==> src/rtl/d5m_frame_gen.sv <==
// D5M camera test-pattern source: generates ifval/ilval/idata frame timing
// with selectable Bayer/ramp/constant/checker patterns and frame bookkeeping.
module d5m_frame_gen #(
    parameter int IMG_WIDTH  = 16,
    parameter int IMG_HEIGHT = 8,
    parameter int H_BLANK    = 4,
    parameter int V_BLANK    = 6,
    parameter int FV_LEAD    = 2,
    parameter int DATA_WIDTH = 12
) (
    input  logic                  ACLK,
    input  logic                  ARESETN,
    input  logic                  enable,
    input  logic [1:0]            pattern,
    input  logic [DATA_WIDTH-1:0] const_value,
    output logic                  ifval,
    output logic                  ilval,
    output logic [DATA_WIDTH-1:0] idata,
    output logic                  frame_start,
    output logic                  frame_done,
    output logic [15:0]           frame_count,
    output logic                  busy
);

    typedef enum logic [2:0] {IDLE, LEAD, LINE, HBLANK, VBLANK} state_t;

    localparam logic [15:0] LEAD_LAST = 16'(FV_LEAD - 1);
    localparam logic [15:0] X_LAST    = 16'(IMG_WIDTH - 1);
    localparam logic [15:0] Y_LAST    = 16'(IMG_HEIGHT - 1);
    localparam logic [15:0] HB_LAST   = 16'(H_BLANK - 1);
    localparam logic [15:0] VB_LAST   = 16'(V_BLANK - 1);
    localparam logic [DATA_WIDTH-1:0] G_VAL = DATA_WIDTH'(1) << (DATA_WIDTH - 1);
    localparam logic [DATA_WIDTH-1:0] B_VAL = DATA_WIDTH'(1) << (DATA_WIDTH - 4);

    state_t                  state_q, state_d;
    logic [15:0]             cnt_q, cnt_d;
    logic [15:0]             x_q, x_d;
    logic [15:0]             y_q, y_d;
    logic [1:0]              pat_q, pat_d;
    logic [DATA_WIDTH-1:0]   cv_q, cv_d;
    logic [DATA_WIDTH-1:0]   pix;
    logic                    start_d, done_d;
    logic [15:0]             frame_cnt_q;

    always_comb begin
        state_d = state_q;
        cnt_d   = cnt_q + 16'd1;
        x_d     = x_q;
        y_d     = y_q;
        pat_d   = pat_q;
        cv_d    = cv_q;
        start_d = 1'b0;
        done_d  = 1'b0;
        unique case (state_q)
            IDLE: begin
                cnt_d = '0;
                if (enable) begin
                    state_d = LEAD;
                    pat_d   = pattern;
                    cv_d    = const_value;
                    start_d = 1'b1;
                end
            end
            LEAD: begin
                if (cnt_q == LEAD_LAST) begin
                    state_d = LINE;
                    cnt_d   = '0;
                    x_d     = '0;
                    y_d     = '0;
                end
            end
            LINE: begin
                cnt_d = '0;
                if (x_q == X_LAST) state_d = HBLANK;
                else               x_d     = x_q + 16'd1;
            end
            HBLANK: begin
                if (cnt_q == HB_LAST) begin
                    cnt_d = '0;
                    x_d   = '0;
                    if (y_q == Y_LAST) begin
                        state_d = VBLANK;
                        done_d  = 1'b1;
                    end else begin
                        state_d = LINE;
                        y_d     = y_q + 16'd1;
                    end
                end
            end
            VBLANK: begin
                if (cnt_q == VB_LAST) begin
                    cnt_d = '0;
                    if (enable) begin
                        state_d = LEAD;
                        pat_d   = pattern;
                        cv_d    = const_value;
                        start_d = 1'b1;
                    end else begin
                        state_d = IDLE;
                    end
                end
            end
            default: state_d = IDLE;
        endcase
    end

    // Pixel is computed from next-cycle coordinates so idata registers alongside ilval.
    always_comb begin
        pix = '0;
        unique case (pat_d)
            2'd0: pix = DATA_WIDTH'(32'(x_d) + 32'(y_d));
            2'd1: begin
                if (!y_d[0]) pix = x_d[0] ? G_VAL : '1;
                else         pix = x_d[0] ? B_VAL : G_VAL;
            end
            2'd2: pix = cv_d;
            default: pix = (x_d[2] ^ y_d[2]) ? '1 : '0;
        endcase
    end

    always_ff @(posedge ACLK or negedge ARESETN) begin
        if (!ARESETN) begin
            state_q     <= IDLE;
            cnt_q       <= '0;
            x_q         <= '0;
            y_q         <= '0;
            pat_q       <= '0;
            cv_q        <= '0;
            ifval       <= 1'b0;
            ilval       <= 1'b0;
            idata       <= '0;
            frame_start <= 1'b0;
            frame_done  <= 1'b0;
            busy        <= 1'b0;
        end else begin
            state_q     <= state_d;
            cnt_q       <= cnt_d;
            x_q         <= x_d;
            y_q         <= y_d;
            pat_q       <= pat_d;
            cv_q        <= cv_d;
            ifval       <= (state_d == LEAD) || (state_d == LINE) || (state_d == HBLANK);
            ilval       <= (state_d == LINE);
            idata       <= (state_d == LINE) ? pix : '0;
            frame_start <= start_d;
            frame_done  <= done_d;
            busy        <= (state_d != IDLE);
        end
    end

    always_ff @(posedge ACLK or negedge ARESETN) begin
        if (!ARESETN)    frame_cnt_q <= '0;
        else if (done_d) frame_cnt_q <= frame_cnt_q + 16'd1;
    end

    assign frame_count = frame_cnt_q;

endmodule

==> config.mk <==
export PLATFORM = sky130hd
export DESIGN_NAME = d5m_frame_gen
export DESIGN_NICKNAME = d
export VERILOG_FILES = /design/src/rtl/d5m_frame_gen.sv
export SDC_FILE = /design/constraint.sdc
export NUM_CORES = 1
export LEC_CHECK = 0
export ABC_AREA = 1
export CAP_MARGIN = 30
export CORE_UTILIZATION = 40
export DETAILED_ROUTE_END_ITERATION = 10
export PLACE_DENSITY = 0.67
export SLEW_MARGIN = 20
export SYNTH_ARGS = -nofsm -noshare
export SYNTH_HDL_FRONTEND = slang
export SYNTH_SLANG_ARGS = --single-unit
==> constraint.sdc <==
create_clock -name ACLK -period 3.7 [get_ports ACLK]
set_input_delay 0.74 -clock ACLK [delete_from_list [all_inputs] [get_ports ACLK]]
set_output_delay 0.74 -clock ACLK [all_outputs]
set_load 0.03 [all_outputs]
Word-level counts from Yosys, hierarchy flattened
Index checks and enable logic that the tools add are counted.

Bits in registers: 98. Input bits: 17. Output and inout port bits: 33. Word-level logic and storage cells: 77.

Add/subtract/negate cells: 5. Eq/ne operators: 14. Multiplexer cells: 38. Bitwise logic cells: 1. Reduce and logical (&&, ||, !) cells: 6.

Operators by type and width (number): 2-to-1 mux 16 bit (9); 2-to-1 mux 12 bit (6); adder 16 x 1 -> 16 bit, second input constant (4); case mux 16 bit (4 select lines) (1); case mux 16 bit (3 select lines) (1); case mux 12 bit (3 select lines) (1); equality test 16 x 3 -> 1 bit, second input constant (2); case mux 16 bit (2 select lines) (1); case mux 12 bit (2 select lines) (1); 2-to-1 mux 3 bit (6); equality test 16 x 1 -> 1 bit, second input constant (1); equality test 16 x 2 -> 1 bit, second input constant (1); equality test 16 x 4 -> 1 bit, second input constant (1); case mux 3 bit (5 select lines) (1); adder 12 bit (1); equality test 3 x 2 -> 1 bit, second input constant (4); 2-to-1 mux 11 bit (1); equality test 3 x 1 -> 1 bit, second input constant (2); 2-to-1 mux 1 bit (6); 2-to-1 mux 2 bit (2); case mux 2 bit (2 select lines) (1); equality test 3 bit, second input constant (1); zero test 3 bit (1); nonzero test 3 bit (1); other kinds (7) (8).

Depth between registers and ports, before layout
Gate-level depths: netlist of the first run.

Depth after elaboration: 8. Gate-level depth with buffers: 25. Gate-level depth less buffers: 25.

Worst setup path before layout of the first run
No wires, ideal clock.

Kind: reg2reg. Start point: register cnt_q[14]. End point: register idata[8]. Library setup time: 0.121 ns. Data arrival time: 3.162 ns. Data required time: 3.579 ns. Slack: 0.417 ns. Cell stages (with the launch flop): 24. Buffers on the path: 0. Period minus slack after synthesis: 3.283 ns. Path through: dfrtp_1 > nor2_1 > nand2_1 > nor2_4 > nand3_1 > nor2_4 > inv_1 > nor2_1 > inv_1 > o21ai_0 > ha_1 > inv_1 > fa_1 > or2_2 > nand2_1 > a21oi_1 > nor2_1 > nand3_1 > nand2_1 > nand2_1 > nand2_1 > nand2_1 > nand3_1 > a21oi_1.

Elaborated cells on any way between the ends: 29. Those cells by class: add/sub (1); eq/ne (6); mux (20); bitwise (1); reduce/logical (1).

RTL lines: start: declaration (RTL line 36) `logic [15:0] cnt_q, cnt_d;`; start signal: assignment (RTL line 137) `cnt_q <= cnt_d;`; equality test 16 x 2 -> 1 bit or equality test 16 x 1 -> 1 bit (tied branches) (RTL line 78, 65); 2-to-1 mux 16 bit, on equally long branches (RTL line 78, 65); case mux 16 bit (2 select lines) (*) (RTL line 54) `unique case (state_q)`; via y_d[0] (RTL line 38) `logic [15:0] y_q, y_d;`; adder 12 bit or 2-to-1 mux 12 bit (tied branches) (RTL line 111, 113); case mux 12 bit (3 select lines) (*) (RTL line 110) `unique case (pat_d)`; 2-to-1 mux 12 bit (*) (RTL line 144) `idata <= (state_d == LINE) ? pix : '0;`; end signal: assignment (RTL line 144); end: declaration (RTL line 18) `output logic [DATA_WIDTH-1:0] idata,`.

Mark *: on every way through the listed nets, which the timed path passes. The rest lies on a longest branch. A chain may end at the register's enable or synchronous reset.

Worst setup path after layout of the first run
Start point: register y_q[0]. End point: register idata[8].

Elaborated cells on any way between the ends: 16. Those cells by class: add/sub (2); eq/ne (2); mux (11); bitwise (1).

RTL lines: start: declaration (RTL line 38); start signal: assignment (RTL line 139) `y_q <= y_d;`; adder 16 x 1 -> 16 bit or equality test 16 x 3 -> 1 bit (tied branches) (RTL line 86, 81); 2-to-1 mux 16 bit (RTL line 81) `if (y_q == Y_LAST) begin`; 2-to-1 mux 16 bit (RTL line 78) `if (cnt_q == HB_LAST) begin`; case mux 16 bit (2 select lines) (*) (RTL line 54); via y_d[0] (RTL line 38); adder 12 bit or 2-to-1 mux 12 bit (tied branches) (RTL line 111, 113); case mux 12 bit (3 select lines) (*) (RTL line 110); 2-to-1 mux 12 bit (*) (RTL line 144).

Marked as above.

==> results.cfg, run 1 <==
[route]
drt_iter0_markers = 332
drc_errors = 0
ant_nets = 0
vias_per_cell = 5.05
drt_first_pass_iters = 7
vias = 4903
avgRoutedWirePerCell_microns = 13.4
wl_microns = 13000

[flow_run]
maxCapViolations = 0

[logic_synthesis]
synth_ff_type = dfrtp_1
synth_cell_types = 51
synth_area_leaders = dfrtp_1 (43%), nand2_1 (9.0%), nor2_1 (7.0%)
async_flop_share_pct = 100
ys_seq_area_share_pct = 43.3
syn_inst = 720
ys_ff_latch = 98
syn_avg_cell_area_sq_um = 7.87
synth_edf_count = 0
syn-num-nets = 755
ys_warn_count = 0
synth_top_area_cell = dfrtp_1
syn_area_sq_um = 5670
synthDominantCellAreaShare_pct = 43.3

[critical_path]
slowest_stage = dfrtp_2
crit_type = reg2reg
crit_path_end_kind = register
cp_slowest_stage_delay_ns = 0.43
worst_ep_required_time_ns = 3.98
crit_chain = ha_1, nand2_1, nor3_1, nand2_1, nor2_2, nor2_4, inv_1, nor2_2, inv_1, o21ai_2, ha_2, inv_1, fa_1, or2_2, nand2_1, a21oi_1, nor2_1, nand3_1, nand2_2, nand2_1, nand3_1, nand3_1, a21oi_1
cp_common_cell = nand2_1
crit_buf_inv = 3
cp-start-kind = register
cp.arrival_ns = 3.63
path_max_fanout = 5
path_delay_family = simple AND/OR/NAND/NOR gates

[floorplan]
die_y_microns = 121
die_area_sq_um = 14600
core_area_sq_um = 13800
dieWidth_microns = 121
row_count = 43
start_util_pct = 41.0
io_pins = 50

[power_and_ir_drop]
p_per_area_nw_per_um2 = 319
power_leakage_nw = 3.22
ir_worst_vdd_mv = 0.229

[global_route]
grt_use_total_pct = 19.4
grt_max_degree = 58
grt_pass1_vias = 4717
grt-ovfl-total = 0
antenna_found_initial = 0
grt_first_pass_wirelength_microns = 22300

[clocking]
clk_pin_slew_ns = 0.07
clock-sinks = 98
htree_levels = 3
clockBufferDepth = 2
clock_tree.root_cell = clkbuf_16
cts_made_buffers = 9
cts_tree = yes
insertion_delay_ns = 0.35
cts_hold_buf = 0

[cells_and_area]
drive_gt1_share_pct = 10.9
area_growth_pct = 20.0
antenna_cells = 0
fin_nets = 822
final_util_pct = 49.2

[timing]
period_needed_ns = 3.35
worstMarginPinSlew_ns = 0.565
max_freq_ghz = 0.298
report.final.slew_viol_count = 0
relSlewSlack_pct = 61.9
setup-violations-final = 0
tns_ns = 0
hold_viol = 0
finalClockSkew_ns = 0.00929
layout_worst_path_cycle_share_pct = 90.5

[place]
gp_congestion = 0.872
place_hpwl_microns = 9630
portBuffers = 49

[hold_path]
hold_class = in2async

[status]
run_status = complete, no violations
==> sequential cells by signal, summed over array words and instances (netlist names), 2 cells and up, named ones only <==
register and count:
cnt_q 16, frame_count 16, y_q 16, x_q 15, cv_q 12, idata 12
state_q 3, pat_q 2
==> logic make-up after synthesis <==
group	count (synthesis)	synth area share, %
flops	98	43.3
simple gates	374	31.0
buf+inv	109	7.48
fa+ha+maj	18	4.11
xor+xnor	26	4.02
compound gates	95	10.2
==> timing repair <==
action / 4_1_cts / 5_1_grt
endpoints found under the setup margin: 0 / 6
gates resized for setup: 0 / 8
buffers inserted: 0 / 1
==> power breakdown <==
group,leakage [nW],internal [mW],switching [mW],total [mW]
logic,1.74,0.0166,0.0237,0.0404
registers,1.32,1.07,0,1.07
clock network,0.162,0.654,0.406,1.06
==> path summary, 6_finish.rpt <==
check | start | endpoint | slack [ns] | cells after the start
hold / removal | ARESETN | cnt_q[10] | 0.38 | 1
min in group ACLK | cv_q[8] | cv_q[8] | 0.48 | 2
setup reg to reg | y_q[0] | idata[8] | 0.35 | 23
max in group asynchronous | ARESETN | y_q[7] | 2.62 | 2
hold reg to reg | cv_q[8] | cv_q[8] | 0.48 | 2
setup / recovery | y_q[0] | idata[8] | 0.35 | 23
==> cells in the final DEF, fill, tap and decap left out, drive strengths merged, types with 2 or more instances in the layout <==
cell type,instances
o22ai,6
or2,6
nor3b,5
clkdlybuf4s50,48
xnor2,7
dfrtp,98
o211ai,4
a21oi,37
o21a,4
o221ai,2
a31oi,4
clkbuf,9
nor4,2
bufinv,3
o21bai,3
ha,17
nand4,7
inv,104
a22oi,2
nand2,148
nor2,117
o21ai,25
nand3,61
o31ai,3
buf,14
xor2,19
nor3,26
==> final cells by class <==
| cell class | instances | area (sq um) |
|---|---|---|
| Clock buffer | 9 | 225 |
| Clock inverter | 5 | 104 |
| Fill cell | 1305 | 7020 |
| Inverter | 103 | 392 |
| Multi-Input combinational cell | 513 | 2810 |
| Sequential cell | 98 | 2450 |
| Tap cell | 180 | 225 |
| Timing Repair Buffer | 62 | 598 |
==> metrics by stage <==
stage                     cell area [sq um]  power, mW  setup WS [ns]  std cells  hold WS [ns]
after floorplan                        5670       1.09          0.417        720         0.444
after global placement                 6450       1.13          0.256        955         0.469
after CTS                              6780       2.20          0.114        969         0.395
after global routing                   6800       2.25        -0.0168        970         0.417
after detailed placement               6450       1.13          0.151        955         0.472
final                                  6800       2.17          0.350        970         0.376
==> routing by layer <==
metal	wire length, microns	up-vias	track usage [%]
met3	385	19	3.67
met1	6080	2335	25.5
met5	0	-	0
met2	6310	78	32.1
met4	224	0	6.02
li1	-	2471	-
==> cells in the mapped netlist (3+ instances only) <==
| master | n |
|---|---|
| nor2_4 | 6 |
| nand3_1 | 57 |
| xnor2_1 | 7 |
| nand4_1 | 7 |
| a31oi_1 | 4 |
| nor3_2 | 4 |
| nand3_2 | 3 |
| o21ai_1 | 3 |
| o31ai_1 | 3 |
| or2_1 | 3 |
| o21bai_1 | 3 |
| nand2_4 | 4 |
| o22ai_1 | 6 |
| nor2_1 | 105 |
| inv_2 | 11 |
| clkbuf_1 | 3 |
| nor2_2 | 6 |
| a21oi_1 | 37 |
| xor2_1 | 19 |
| inv_1 | 90 |
| dfrtp_1 | 98 |
| o211ai_1 | 4 |
| nor3_1 | 20 |
| ha_1 | 17 |
| nor3b_1 | 5 |
| nand2_2 | 8 |
| nand2_1 | 136 |
| o21ai_0 | 20 |
Note: power is estimated with default switching activity, not from simulation.
==> inputs of run 2 (changes only) <==
--- a/config.mk
+++ b/config.mk
@@ -10,7 +10,6 @@
 export CORE_UTILIZATION = 40
 export DETAILED_ROUTE_END_ITERATION = 10
 export PLACE_DENSITY = 0.67
-export SLEW_MARGIN = 20
 export SYNTH_ARGS = -nofsm -noshare
 export SYNTH_HDL_FRONTEND = slang
 export SYNTH_SLANG_ARGS = --single-unit
==> constraint.sdc (replaced) <==
create_clock -name ACLK -period 3.7 [get_ports ACLK]
set_input_delay 0.74 -clock ACLK [delete_from_list [all_inputs] [get_ports ACLK]]
set_output_delay 0.74 -clock ACLK [all_outputs]
set_load 0.005 [all_outputs]
==> results of run 2 <==
Final layout, timing and power as in run 1 (identical DEF).
==> inputs of run 3 (changes only) <==
--- a/config.mk
+++ b/config.mk
@@ -8,6 +8,7 @@
 export ABC_AREA = 1
 export CAP_MARGIN = 30
 export CORE_UTILIZATION = 40
+export CTS_CLUSTER_SIZE = 28
 export DETAILED_ROUTE_END_ITERATION = 10
 export PLACE_DENSITY = 0.67
 export SYNTH_ARGS = -nofsm -noshare
==> results of run 3 <==
Final layout, timing and power as in run 1 (identical DEF).
